===== src/rtl/bit_serial_alu_if.sv =====
// Handshake and operand/result bundle for the bit-serial ALU.
interface bit_serial_alu_if #(
  parameter int WIDTH = 8
);
  logic             start;
  logic [WIDTH-1:0] a;
  logic [WIDTH-1:0] b;
  logic             ainvert;
  logic             bnegate;
  logic [1:0]       op;
  logic             busy;
  logic             done;
  logic [WIDTH-1:0] result;
  logic             carryOut;
  logic             overflow;
  logic             zero;

  modport master (
    output start, a, b, ainvert, bnegate, op,
    input  busy, done, result, carryOut, overflow, zero
  );

  modport slave (
    input  start, a, b, ainvert, bnegate, op,
    output busy, done, result, carryOut, overflow, zero
  );
endinterface


===== src/rtl/bit_serial_alu.sv =====
// Bit-serial ALU: one operand bit per clock, LSB first, AND/OR/ADD-SUB/SLT
// with ainvert/bnegate control; start/done handshake, results held until next DONE.
module bit_serial_alu #(
  parameter int WIDTH = 8
) (
  input logic           clk,
  input logic           rst,
  bit_serial_alu_if.slave bus
);
  localparam int CW = $clog2(WIDTH);

  typedef enum logic [1:0] {IDLE, RUN, SLT_FIX, DONE} state_e;

  state_e           state_q, state_d;
  logic [WIDTH-1:0] a_q, b_q, sh_q, sh_d, res_q;
  logic             ainv_q, bneg_q;
  logic [1:0]       op_q;
  logic [CW-1:0]    cnt_q;
  logic             carry_q, cout_q, ovf_q, set_q;
  logic             co_q, ov_q, zero_q;
  logic             accept, last, arith;
  logic             ai, bi, sum, cnew, rbit;
  logic             co_d, ov_d;
  logic             busy, done;

  assign accept = bus.start && (state_q == IDLE || state_q == DONE);
  assign last   = (cnt_q == CW'(WIDTH - 1));
  assign arith  = op_q[1];

  always_ff @(posedge clk) begin
    if (rst) state_q <= IDLE;
    else     state_q <= state_d;
  end

  always_comb begin
    state_d = state_q;
    case (state_q)
      IDLE:    if (bus.start) state_d = RUN;
      RUN:     if (last) state_d = (op_q == 2'd3) ? SLT_FIX : DONE;
      SLT_FIX: state_d = DONE;
      DONE:    state_d = bus.start ? RUN : IDLE;
      default: state_d = IDLE;
    endcase
  end

  always_comb begin
    busy = (state_q == RUN) || (state_q == SLT_FIX);
    done = (state_q == DONE);
  end

  always_comb begin
    ai   = a_q[cnt_q] ^ ainv_q;
    bi   = b_q[cnt_q] ^ bneg_q;
    sum  = ai ^ bi ^ carry_q;
    cnew = (ai & bi) | (ai & carry_q) | (bi & carry_q);
    case (op_q)
      2'd0:    rbit = ai & bi;
      2'd1:    rbit = ai | bi;
      2'd2:    rbit = sum;
      default: rbit = 1'b0;
    endcase
    sh_d = sh_q;
    if (accept)                  sh_d = '0;
    else if (state_q == RUN)     sh_d = {rbit, sh_q[WIDTH-1:1]};
    else if (state_q == SLT_FIX) sh_d = WIDTH'(set_q);
    // Flags come straight from the last bit step when DONE follows RUN directly
    co_d = (state_q == RUN) ? (arith & cnew) : cout_q;
    ov_d = (state_q == RUN) ? (arith & (carry_q ^ cnew)) : ovf_q;
  end

  always_ff @(posedge clk) begin
    if (rst) begin
      a_q     <= '0;
      b_q     <= '0;
      ainv_q  <= 1'b0;
      bneg_q  <= 1'b0;
      op_q    <= '0;
      sh_q    <= '0;
      cnt_q   <= '0;
      carry_q <= 1'b0;
      cout_q  <= 1'b0;
      ovf_q   <= 1'b0;
      set_q   <= 1'b0;
      res_q   <= '0;
      co_q    <= 1'b0;
      ov_q    <= 1'b0;
      zero_q  <= 1'b0;
    end else begin
      sh_q <= sh_d;
      if (accept) begin
        a_q     <= bus.a;
        b_q     <= bus.b;
        ainv_q  <= bus.ainvert;
        bneg_q  <= bus.bnegate;
        op_q    <= bus.op;
        carry_q <= bus.bnegate;
        cnt_q   <= '0;
      end else if (state_q == RUN) begin
        carry_q <= cnew;
        cnt_q   <= cnt_q + CW'(1);
        if (last) begin
          cout_q <= arith & cnew;
          ovf_q  <= arith & (carry_q ^ cnew);
          set_q  <= sum ^ (carry_q ^ cnew);
        end
      end
      if (state_d == DONE) begin
        res_q  <= sh_d;
        zero_q <= (sh_d == '0);
        co_q   <= co_d;
        ov_q   <= ov_d;
      end
    end
  end

  assign bus.busy     = busy;
  assign bus.done     = done;
  assign bus.result   = res_q;
  assign bus.carryOut = co_q;
  assign bus.overflow = ov_q;
  assign bus.zero     = zero_q;
endmodule


===== src/flat_wrapper.sv =====
// flat-port wrapper written by rule: the top's interface ports become plain ports
module bit_serial_alu_flat 
#(
  parameter int WIDTH = 8
)
  (clk, rst, bus_start, bus_a, bus_b, bus_ainvert, bus_bnegate, bus_op, bus_busy, bus_done, bus_result, bus_carryOut, bus_overflow, bus_zero);
  bit_serial_alu_if #(.WIDTH(WIDTH)) bus_i ();
  input logic clk;
  input logic rst;
  input wire logic [$bits(bus_i.start)-1:0] bus_start;
  input wire logic [$bits(bus_i.a)-1:0] bus_a;
  input wire logic [$bits(bus_i.b)-1:0] bus_b;
  input wire logic [$bits(bus_i.ainvert)-1:0] bus_ainvert;
  input wire logic [$bits(bus_i.bnegate)-1:0] bus_bnegate;
  input wire logic [$bits(bus_i.op)-1:0] bus_op;
  output wire logic [$bits(bus_i.busy)-1:0] bus_busy;
  output wire logic [$bits(bus_i.done)-1:0] bus_done;
  output wire logic [$bits(bus_i.result)-1:0] bus_result;
  output wire logic [$bits(bus_i.carryOut)-1:0] bus_carryOut;
  output wire logic [$bits(bus_i.overflow)-1:0] bus_overflow;
  output wire logic [$bits(bus_i.zero)-1:0] bus_zero;
  assign bus_i.start = bus_start;
  assign bus_i.a = bus_a;
  assign bus_i.b = bus_b;
  assign bus_i.ainvert = bus_ainvert;
  assign bus_i.bnegate = bus_bnegate;
  assign bus_i.op = bus_op;
  assign bus_busy = bus_i.busy;
  assign bus_done = bus_i.done;
  assign bus_result = bus_i.result;
  assign bus_carryOut = bus_i.carryOut;
  assign bus_overflow = bus_i.overflow;
  assign bus_zero = bus_i.zero;
  bit_serial_alu #(.WIDTH(WIDTH)) u_core (.clk(clk), .rst(rst), .bus(bus_i));
endmodule

===== config.mk =====
export PLATFORM = sky130hd
export DESIGN_NAME = bit_serial_alu_flat
export DESIGN_NICKNAME = d
export VERILOG_FILES = /design/src/rtl/bit_serial_alu_if.sv /design/src/rtl/bit_serial_alu.sv /design/src/flat_wrapper.sv
export SDC_FILE = /design/constraint.sdc
export NUM_CORES = 1
export LEC_CHECK = 0
export ABC_AREA = 1
export BUFFER_PORTS_ARGS = -buffer_cell sky130_fd_sc_hd__buf_2
export CAP_MARGIN = 20
export CORE_UTILIZATION = 50
export DETAILED_ROUTE_END_ITERATION = 7
export PLACE_DENSITY = 0.77
export REMOVE_ABC_BUFFERS = 1
export SLEW_MARGIN = 5
export SYNTH_ARGS = -nofsm -noshare
export SYNTH_HDL_FRONTEND = slang
export SYNTH_SLANG_ARGS = --single-unit
export TNS_END_PERCENT = 50

===== constraint.sdc =====
create_clock -name clk -period 2.4 [get_ports clk]
set_input_delay 0.24 -clock clk [delete_from_list [all_inputs] [get_ports clk]]
set_output_delay 0.24 -clock clk [all_outputs]
set_load 0.1 [all_outputs]

==> results of run 1 <==
==> kinds of logic (layout without fill, tap and decap cells) <==
group / after synthesis / count (layout) / share of synthesized area [%]
and+or+nand+nor: 156 / 156 / 28.1
AOI/OAI and AO/OA: 58 / 58 / 13.5
DFF: 48 / 48 / 42.6
buffers and inverters: 38 / 76 / 7.77
adders and majority gates: 11 / 11 / 6.77
xor gates and xnor gates: 3 / 3 / 1.17
==> cells in the mapped netlist <==
| library cell | n | area [sq um] |
|---|---|---|
| a21oi_1 | 14 | 70.1 |
| a21oi_2 | 1 | 8.76 |
| buf_2 | 2 | 10.0 |
| buf_4 | 2 | 15.0 |
| buf_6 | 3 | 33.8 |
| clkbuf_1 | 6 | 22.5 |
| dfxtp_1 | 48 | 961 |
| fa_1 | 2 | 40.0 |
| ha_1 | 9 | 113 |
| inv_1 | 23 | 86.3 |
| inv_2 | 2 | 7.51 |
| nand2_1 | 50 | 188 |
| nand3_1 | 15 | 75.1 |
| nand3_2 | 1 | 10.0 |
| nand4_1 | 2 | 12.5 |
| nor2_1 | 79 | 297 |
| nor2_2 | 4 | 25.0 |
| nor3_1 | 3 | 15.0 |
| nor4_1 | 1 | 6.26 |
| o211ai_1 | 3 | 22.5 |
| o21ai_0 | 32 | 160 |
| o21ai_1 | 7 | 35.0 |
| o2bb2ai_1 | 1 | 8.76 |
| or2_2 | 1 | 6.26 |
| xor2_1 | 3 | 26.3 |
==> state kept, by name, indices dropped and copies added (netlist names) <==
signal	cells
u_core.state_q	2
u_core.bus.zero	1
u_core.cout_q	1
u_core.sh_q	8
u_core.bus.overflow	1
u_core.a_q	8
u_core.bus.carryOut	1
u_core.cnt_q	3
u_core.set_q	1
u_core.bneg_q	1
u_core.carry_q	1
u_core.bus.result	8
u_core.b_q	8
u_core.op_q	2
u_core.ovf_q	1
u_core.ainv_q	1
==> through the flow <==
step / utilization (%) / instance area (sq um) / TNS (ns)
final: 60.2 / 2620 / 0
after floorplan: - / 2170 / -4.70
after global placement: 56.6 / 2470 / 0
after detailed placement: 56.6 / 2470 / 0
after global routing: 60.2 / 2620 / -0.200
after CTS: 59.5 / 2590 / 0
==> worst max-delay path, cell delays in order, from the launching register on <==
cell	delay, ns
dfxtp_2	0.37
buf_6	0.13
buf_4	0.11
nand2_1	0.04
nand3_1	0.07
nand3_1	0.07
nand2_1	0.08
xor2_1	0.20
inv_1	0.11
fa_2	0.45
o211ai_1	0.23
nand2_1	0.14
a21oi_2	0.16
nor2_1	0.05
nor2_1	0.08
==> routing by layer <==
| layer | track usage [%] | part of all wire [%] |
|---|---|---|
| met5 | 0 | 0 |
| met4 | 6.12 | 1.1 |
| met3 | 4.53 | 3.2 |
| met2 | 35.4 | 48 |
| met1 | 25.2 | 47 |
==> what timing repair did <==
item / in CTS / in global routing
resized for setup: 0 / 10
buffers inserted: 0 / 1
endpoints found under the setup margin: 0 / 4
hold endpoints to repair: 0 / 0
==> power groups by stage <==
stage          combinational (W)  clock [W]  sequential, W
6_report                 0.00187   0.000632        0.00114
5_1_grt                  0.00209   0.000670        0.00117
4_1_cts                  0.00183   0.000643        0.00114
3_5_place_dp             0.00181          0        0.00115
3_3_place_gp             0.00178          0        0.00115
2_1_floorplan            0.00113          0        0.00142
==> final cells by class <==
cell class / instances / area (sq um) / area share, %
clock buffer: 7 / 96.3 / 3.68
clock inverter: 1 / 30.0 / 1.15
inverter: 25 / 93.8 / 3.58
multi-input combinational: 228 / 1130 / 43.2
sequential: 48 / 963 / 36.8
tap: 52 / 65.1 / 2.48
timing repair buffer: 43 / 239 / 9.12
==> worst max path at each step <==
| stage | start | end | slack, ns | depth (start not counted) |
|---|---|---|---|---|
| final | u_core.cnt_q[0] | u_core.bus.result[7] | 0.06 | 14 |
| after global routing | u_core.cnt_q[0] | u_core.bus.zero | -0.09 | 15 |
| after CTS | u_core.cnt_q[0] | u_core.bus.result[7] | 0.09 | 13 |
| after detailed placement | u_core.cnt_q[0] | u_core.bus.result[7] | 0.11 | 13 |
| after global placement | u_core.cnt_q[0] | u_core.bus.carryOut | 0.18 | 12 |
| after floorplan | u_core.state_q[0] | u_core.bus.zero | -0.38 | 11 |
==> metrics, run 1 <==
status=finished, final reports clean; Tot Pwr=0.00365 W; post-route ant nets=0; clock power share=17.3%; Max IR drop VDD=1.05 mV; Clock Sink Count=48; Max Root-Sink Buffers=2; CP Data Required Time=2.65 ns; Die ar.=4780 sq um; Max-slew headroom=65.0%; Cells after Synth=314; type of origin of the critical path=flop; first-pass GRT wire length=7960 microns; post-DP HPWL=3270 microns; Tot GR Track Use=20.4%; Min Hold Slack=0.184 ns; layout cells sized above 1=18.8%; r2r setup slk=0.06 ns; vias in the first global route=1881; Int Power=0.00192 W; Root Driver=clkbuf_8; setup violators final=0; Placed Cells=395; most frequent cells in the layout=77 x nor2_1, 50 x nand2_1, 46 x dfxtp_1, 35 x buf_2, 29 x o21ai_0; post-synthesis sequential area ratio=42.6%; Fillers=411; Worst Tran Pin Value=0.524 ns; DR vias=2017; skew final=0.00369 ns; gpl congestion=0.881; Reg-to-Reg Start=u_core.cnt_q[0]; synthesized area=2250 sq um; RSZ-0062 raised after global routing=true; 1st-pass router iterations=4; Comb power frac=51.3%; R2R depth=14; initial antenna violation count=0; PwrDens=1390 nW/um^2; starting density of the core=51.8%; drt total wl=4650 microns; switching share of power=47.4%; max-slew violation count=0; switching pwr=0.00173 W; Fmax=427 MHz; CTS tree=built; WHS Path Cells=3; hold_buf cts=0; Nets=385; Fin. Hold Viols=0; worst hold path endpoint=u_core.a_q[4]; Place WS=0.112 ns; IO Pins=36; mean area per synthesized cell=7.18 sq um; synth unique cells=25; largest net degree at the start of global routing=30; CP Capture Type=flop; drt wl/cell=11.5 microns; Synth warnings=0; later-pin clock latency in the skew report=0.30 ns; die height=69.2 microns; Hold Path Class=primary input to flop; ant diodes=0; CTS clk-pin slew, worst paths=0.09 ns; Vias/cell=4.99; Port Buf Inserts=35; Max Cap Viol=0; most common cell after layout, fill and taps aside=nor2_1; Yosys reg bits=48; FF-to-FF End=u_core.bus.result[7]; cts bufs inserted=5; Hold Startpoint=bus_a[4]; critical path class=flop to flop; Die Wd=69.2 microns; H-Tree Depth=2; DR iter-0 viols=139; layout overhead on the synthesized area=16.3%; Overflow after GRT=0; final worst slack=0.0598 ns; Static Leak=1.21 nW; period utilisation layout=97.5%; part of the power in registers=31.4%; final cell count without fillers=404; crit path max fanout=7; core footprint=4350 sq um; Period minus WS final=2.34 ns; # rows=24; Critical Path AT=2.59 ns; DRC=0
Power figures use the tool's default switching activity.
==> run 2, diff against run 1 <==
BUFFER_PORTS_ARGS = -buffer_cell sky130_fd_sc_hd__buf_4   (was -buffer_cell sky130_fd_sc_hd__buf_2)
==> metrics, run 2 (synthesis results as in run 1) <==
layout overhead on the synthesized area=19.3%; H-Tree Depth=2; hold_buf cts=0; DP Area=2550 sq um; largest net degree at the start of global routing=30; Clock Sink Count=48; Min Hold Slack=0.181 ns; Comb power frac=50.5%; ant diodes=0; core footprint=4350 sq um; Root Driver=clkbuf_8; clock power share=18.2%; DRC=0; postcts setup bufs=0; RSZ-0062 raised after global routing=false; post-route cell area=2690 sq um; DR vias=1998; WP buf/inv=1; part of the power in registers=31.3%; Max Cap Viol=0; Final Util=61.8%; DR iter-0 viols=109; drt total wl=4600 microns; CP top delay family=compound AO/OA/AOI/OAI gates; CP Capture Type=flop; layout cells sized above 1=17.1%; period utilisation layout=92.1%; Worst Tran Pin Value=0.509 ns; 1st-pass router iterations=4; CTS clk-pin slew, worst paths=0.09 ns; skew final=0.00822 ns; Die ar.=4780 sq um; Max-slew headroom=66.1%; cts bufs inserted=5; Vias/cell=4.97; initial antenna violation count=0; post-route ant nets=0; Hold Path Class=primary input to flop; switching pwr=0.00171 W; Port Buf Inserts=35; crit path max fanout=9; drt wl/cell=11.4 microns; Max Root-Sink Buffers=2; Fin. Hold Viols=0; vias in the first global route=1913; max-slew violation count=0; PwrDens=1370 nW/um^2; most frequent cells in the layout=79 x nor2_1, 50 x nand2_1, 46 x dfxtp_1, 42 x buf_4, 31 x o21ai_0; Tot Pwr=0.00368 W; switching share of power=46.3%; die height=69.2 microns; IO Pins=36; critical path class=flop to flop; post-DP HPWL=3360 microns; # rows=24; type of origin of the critical path=flop; worst path cell trace=buf_4, o21ai_0, o211ai_1, nand2_1, xor2_1, fa_1, o211ai_1, nand2_1, a21oi_2, nor2_1, nor2_1; status=finished, final reports clean; Fmax=452 MHz; Static Leak=1.22 nW; later-pin clock latency in the skew report=0.31 ns; CP Data Required Time=2.65 ns; Tot GR Track Use=20.9%; critical path's slowest cell=fa_1; Int Power=0.00198 W; Overflow after GRT=0; Nets=384; Period minus WS final=2.21 ns; starting density of the core=51.8%; Critical Path AT=2.46 ns; setup TNS=0 ns; Max IR drop VDD=0.803 mV; Die Wd=69.2 microns; most common cell after layout, fill and taps aside=nor2_1; first-pass GRT wire length=7980 microns; setup violators final=0; delay of the slowest critical-path stage=0.44 ns; CTS tree=built; gpl congestion=0.921
## run 2: worst paths after layout
kind         slack (ns)                   end  depth (start not counted)             from
max                0.19  u_core.bus.result[7]                         11  u_core.cnt_q[0]
min                0.18         u_core.b_q[2]                          3         bus_b[2]
max reg2reg        0.19  u_core.bus.result[7]                         11  u_core.cnt_q[0]
min reg2reg        0.46          u_core.set_q                          2     u_core.set_q
## run 2: final cells by class
type,instances,area [sq um]
clock buffers,5,68.8
clock inverters,2,60.1
fillers,399,1660
inverters,25,96.3
multi-input cells,228,1120
flip-flops and latches,48,966
well taps,52,65.1
repair buffers,42,315
## run 2: routing by layer
layer	global-route usage [%]	vias to the layer above	wire length, microns	share of wire, %
met5	0	-	0	0
met3	5.12	14	269	5.8
met4	12.2	0	116	2.5
met2	34.7	43	2080	45
met1	24.4	868	2140	46
li1	-	1073	-	-
## run 2: power by group through the flow
| stage | clock network (W) | registers, W | logic, W |
|---|---|---|---|
| 2_1_floorplan | 0 | 0.00142 | 0.00113 |
| 3_5_place_dp | 0 | 0.00116 | 0.00185 |
| 4_1_cts | 0.000685 | 0.00115 | 0.00185 |
| 6_report | 0.000670 | 0.00115 | 0.00186 |
| 5_1_grt | 0.000707 | 0.00118 | 0.00208 |
| 3_3_place_gp | 0 | 0.00116 | 0.00182 |
## run 2: what timing repair did
item / 4_1_cts / 5_1_grt
resized for setup: 0 / 5
hold endpoints to repair: 0 / 0
setup endpoints to repair: 0 / 5
## run 2: worst register-to-register path, delay by kind of cell, from the launching register on
| family | cells | cell delay (ns) |
|---|---|---|
| flops | 1 | 0.38 |
| compound gates | 4 | 0.59 |
| fa+ha+maj | 1 | 0.44 |
| buf+inv | 1 | 0.15 |
| simple gates | 4 | 0.39 |
| xor+xnor | 1 | 0.22 |
## run 2: per-stage QoR
stage	std cells	setup slack, ns
global route	402	0.00228
global placement	395	0.152
finish	402	0.189
CTS	402	0.0390
floorplan	301	-0.379
detailed placement	395	0.0580
==> run 3, diff against run 2 <==
MAX_ROUTING_LAYER = met4   (was not set)
PLACE_DENSITY = 0.75   (was 0.77)
==> metrics, run 3 (synthesis results as in run 1) <==
delay of the slowest critical-path stage=0.43 ns; Die Wd=69.2 microns; Max Cap Viol=0; critical path class=flop to flop; CTS tree=built; layout overhead on the synthesized area=21.4%; part of the power in registers=30.8%; CP Capture Type=flop; critical path's slowest cell=fa_1; DR iter-0 viols=151; drt total wl=4890 microns; Place WS=0.0100 ns; DRC=0; Die ar.=4780 sq um; Tot GR Track Use=22.4%; Fin. Hold Viols=0; largest net degree at the start of global routing=19; crit path max fanout=6; CP Data Required Time=2.64 ns; Static Leak=1.25 nW; Overflow after GRT=0; FF-to-FF End=u_core.bus.result[7]; later-pin clock latency in the skew report=0.30 ns; post-DP HPWL=3500 microns; H-Tree Depth=2; Setup crit start=u_core.cnt_q[0]; switching pwr=0.00174 W; cts bufs inserted=5; Placed Cells=397; setup violators final=0; most frequent cells in the layout=77 x nor2_1, 50 x nand2_1, 46 x dfxtp_1, 45 x buf_4, 30 x o21ai_0; R2R depth=13; RSZ-0062 raised after global routing=true; core footprint=4350 sq um; type of origin of the critical path=flop; PwrDens=1360 nW/um^2; r2r setup slk=0.07 ns; Clock Sink Count=48; most common cell after layout, fill and taps aside=nor2_1; final worst slack=0.0721 ns; Critical Path AT=2.56 ns; initial antenna violation count=0; Max-slew headroom=79.5%; Hold Path Class=primary input to flop; Vias/cell=5.09; Comb power frac=52.4%; layout cells sized above 1=19.2%; Fillers=397; Max IR drop VDD=0.851 mV; post-route ant nets=0; # rows=24; max-slew violation count=0; Worst setup endpoint=u_core.bus.result[7]; Max Root-Sink Buffers=2; 1st-pass router iterations=4; switching share of power=46.7%; Final Util=62.8%; drt wl/cell=12.0 microns; die height=69.2 microns; Int Power=0.00199 W; first-pass GRT wire length=8650 microns; vias in the first global route=1982; status=finished, final reports clean; Reg-to-Reg Start=u_core.cnt_q[0]; Port Buf Inserts=35; DR vias=2071; final cell count without fillers=407; Period minus WS final=2.33 ns; skew final=0.00393 ns; Worst Tran Pin Value=0.308 ns; CTS clk-pin slew, worst paths=0.08 ns; Fmax=430 MHz; starting density of the core=51.8%; period utilisation layout=97.0%; gpl congestion=0.794; Root Driver=clkbuf_8; IO Pins=36; ant diodes=0; Nets=388; clock power share=16.8%; worst path cell trace=buf_6, nor2_4, nor2_2, o21ai_1, o211ai_1, nand2_1, xor2_2, fa_1, o211ai_1, nand2_1, a21oi_2, nor2_1, nor2_1
==> run 3: cell types whose count changed in the layout (fill, tap and decap cells not counted), sizes merged <==
cell    previous run  this run
clkbuf             5         7
buf               42        46
bufinv             2         1
==> run 3: worst min-delay path by stage <==
stage                 endpoint  cells after the start  slack (ns)             from
2_1_floorplan   u_core.sh_q[7]                      1        0.31              rst
5_1_grt          u_core.b_q[0]                      3        0.20         bus_b[0]
3_5_place_dp   u_core.bus.zero                      2        0.44  u_core.bus.zero
3_3_place_gp   u_core.bus.zero                      2        0.45  u_core.bus.zero
4_1_cts          u_core.b_q[3]                      3        0.19         bus_b[3]
6_report         u_core.a_q[2]                      3        0.19         bus_a[2]
==> run 3: metal layers <==
layer  vias to the layer above  share of wire (%)  track usage, %
met5                         -                  0               -
met1                       944                 48            27.9
met2                        33                 48            37.8
met3                         6                2.8            3.65
met4                         0               0.94            5.44
li1                       1088                  -               -
==> run 3: critical path, delay by kind of cell (launching register included) <==
kind,cells,cell delay [ns]
flops,1,0.36
simple gates,6,0.61
compound gates,4,0.54
buf+inv,1,0.13
xor+xnor,1,0.19
fa+ha+maj,1,0.43
==> run 3: power by group through the flow <==
| stage | registers (W) | logic (W) | clock network, W |
|---|---|---|---|
| after floorplan | 0.00142 | 0.00113 | 0 |
| after global placement | 0.00116 | 0.00185 | 0 |
| after detailed placement | 0.00116 | 0.00190 | 0 |
| after CTS | 0.00114 | 0.00190 | 0.000639 |
| after global routing | 0.00117 | 0.00219 | 0.000680 |
| final | 0.00115 | 0.00195 | 0.000627 |
==> run 3: what timing repair did <==
item / CTS / global route
gates resized for setup: 1 / 9
endpoints found under the setup margin: 1 / 4
hold buffers: 0 / 0
buffers inserted: 0 / 2
pin swaps: 0 / 8
==> run 3: per-stage QoR <==
step	area, sq um	power (W)	hold slack (ns)	TNS (ns)
final	2740	0.00373	0.189	0
after global routing	2740	0.00405	0.195	-0.135
after CTS	2700	0.00368	0.191	0
after floorplan	2170	0.00255	0.308	-4.70
after detailed placement	2570	0.00305	0.442	0
after global placement	2570	0.00301	0.450	0
==> run 3: cell type report <==
type / instances / area (sq um) / share of cell area [%]
Clock inverter: 1 / 30.0 / 1.10
Inverter: 25 / 93.8 / 3.43
Multi-Input combinational cell: 228 / 1140 / 41.5
Clock buffer: 7 / 96.3 / 3.52
Timing Repair Buffer: 46 / 349 / 12.8
Sequential cell: 48 / 966 / 35.3
Tap cell: 52 / 65.1 / 2.38
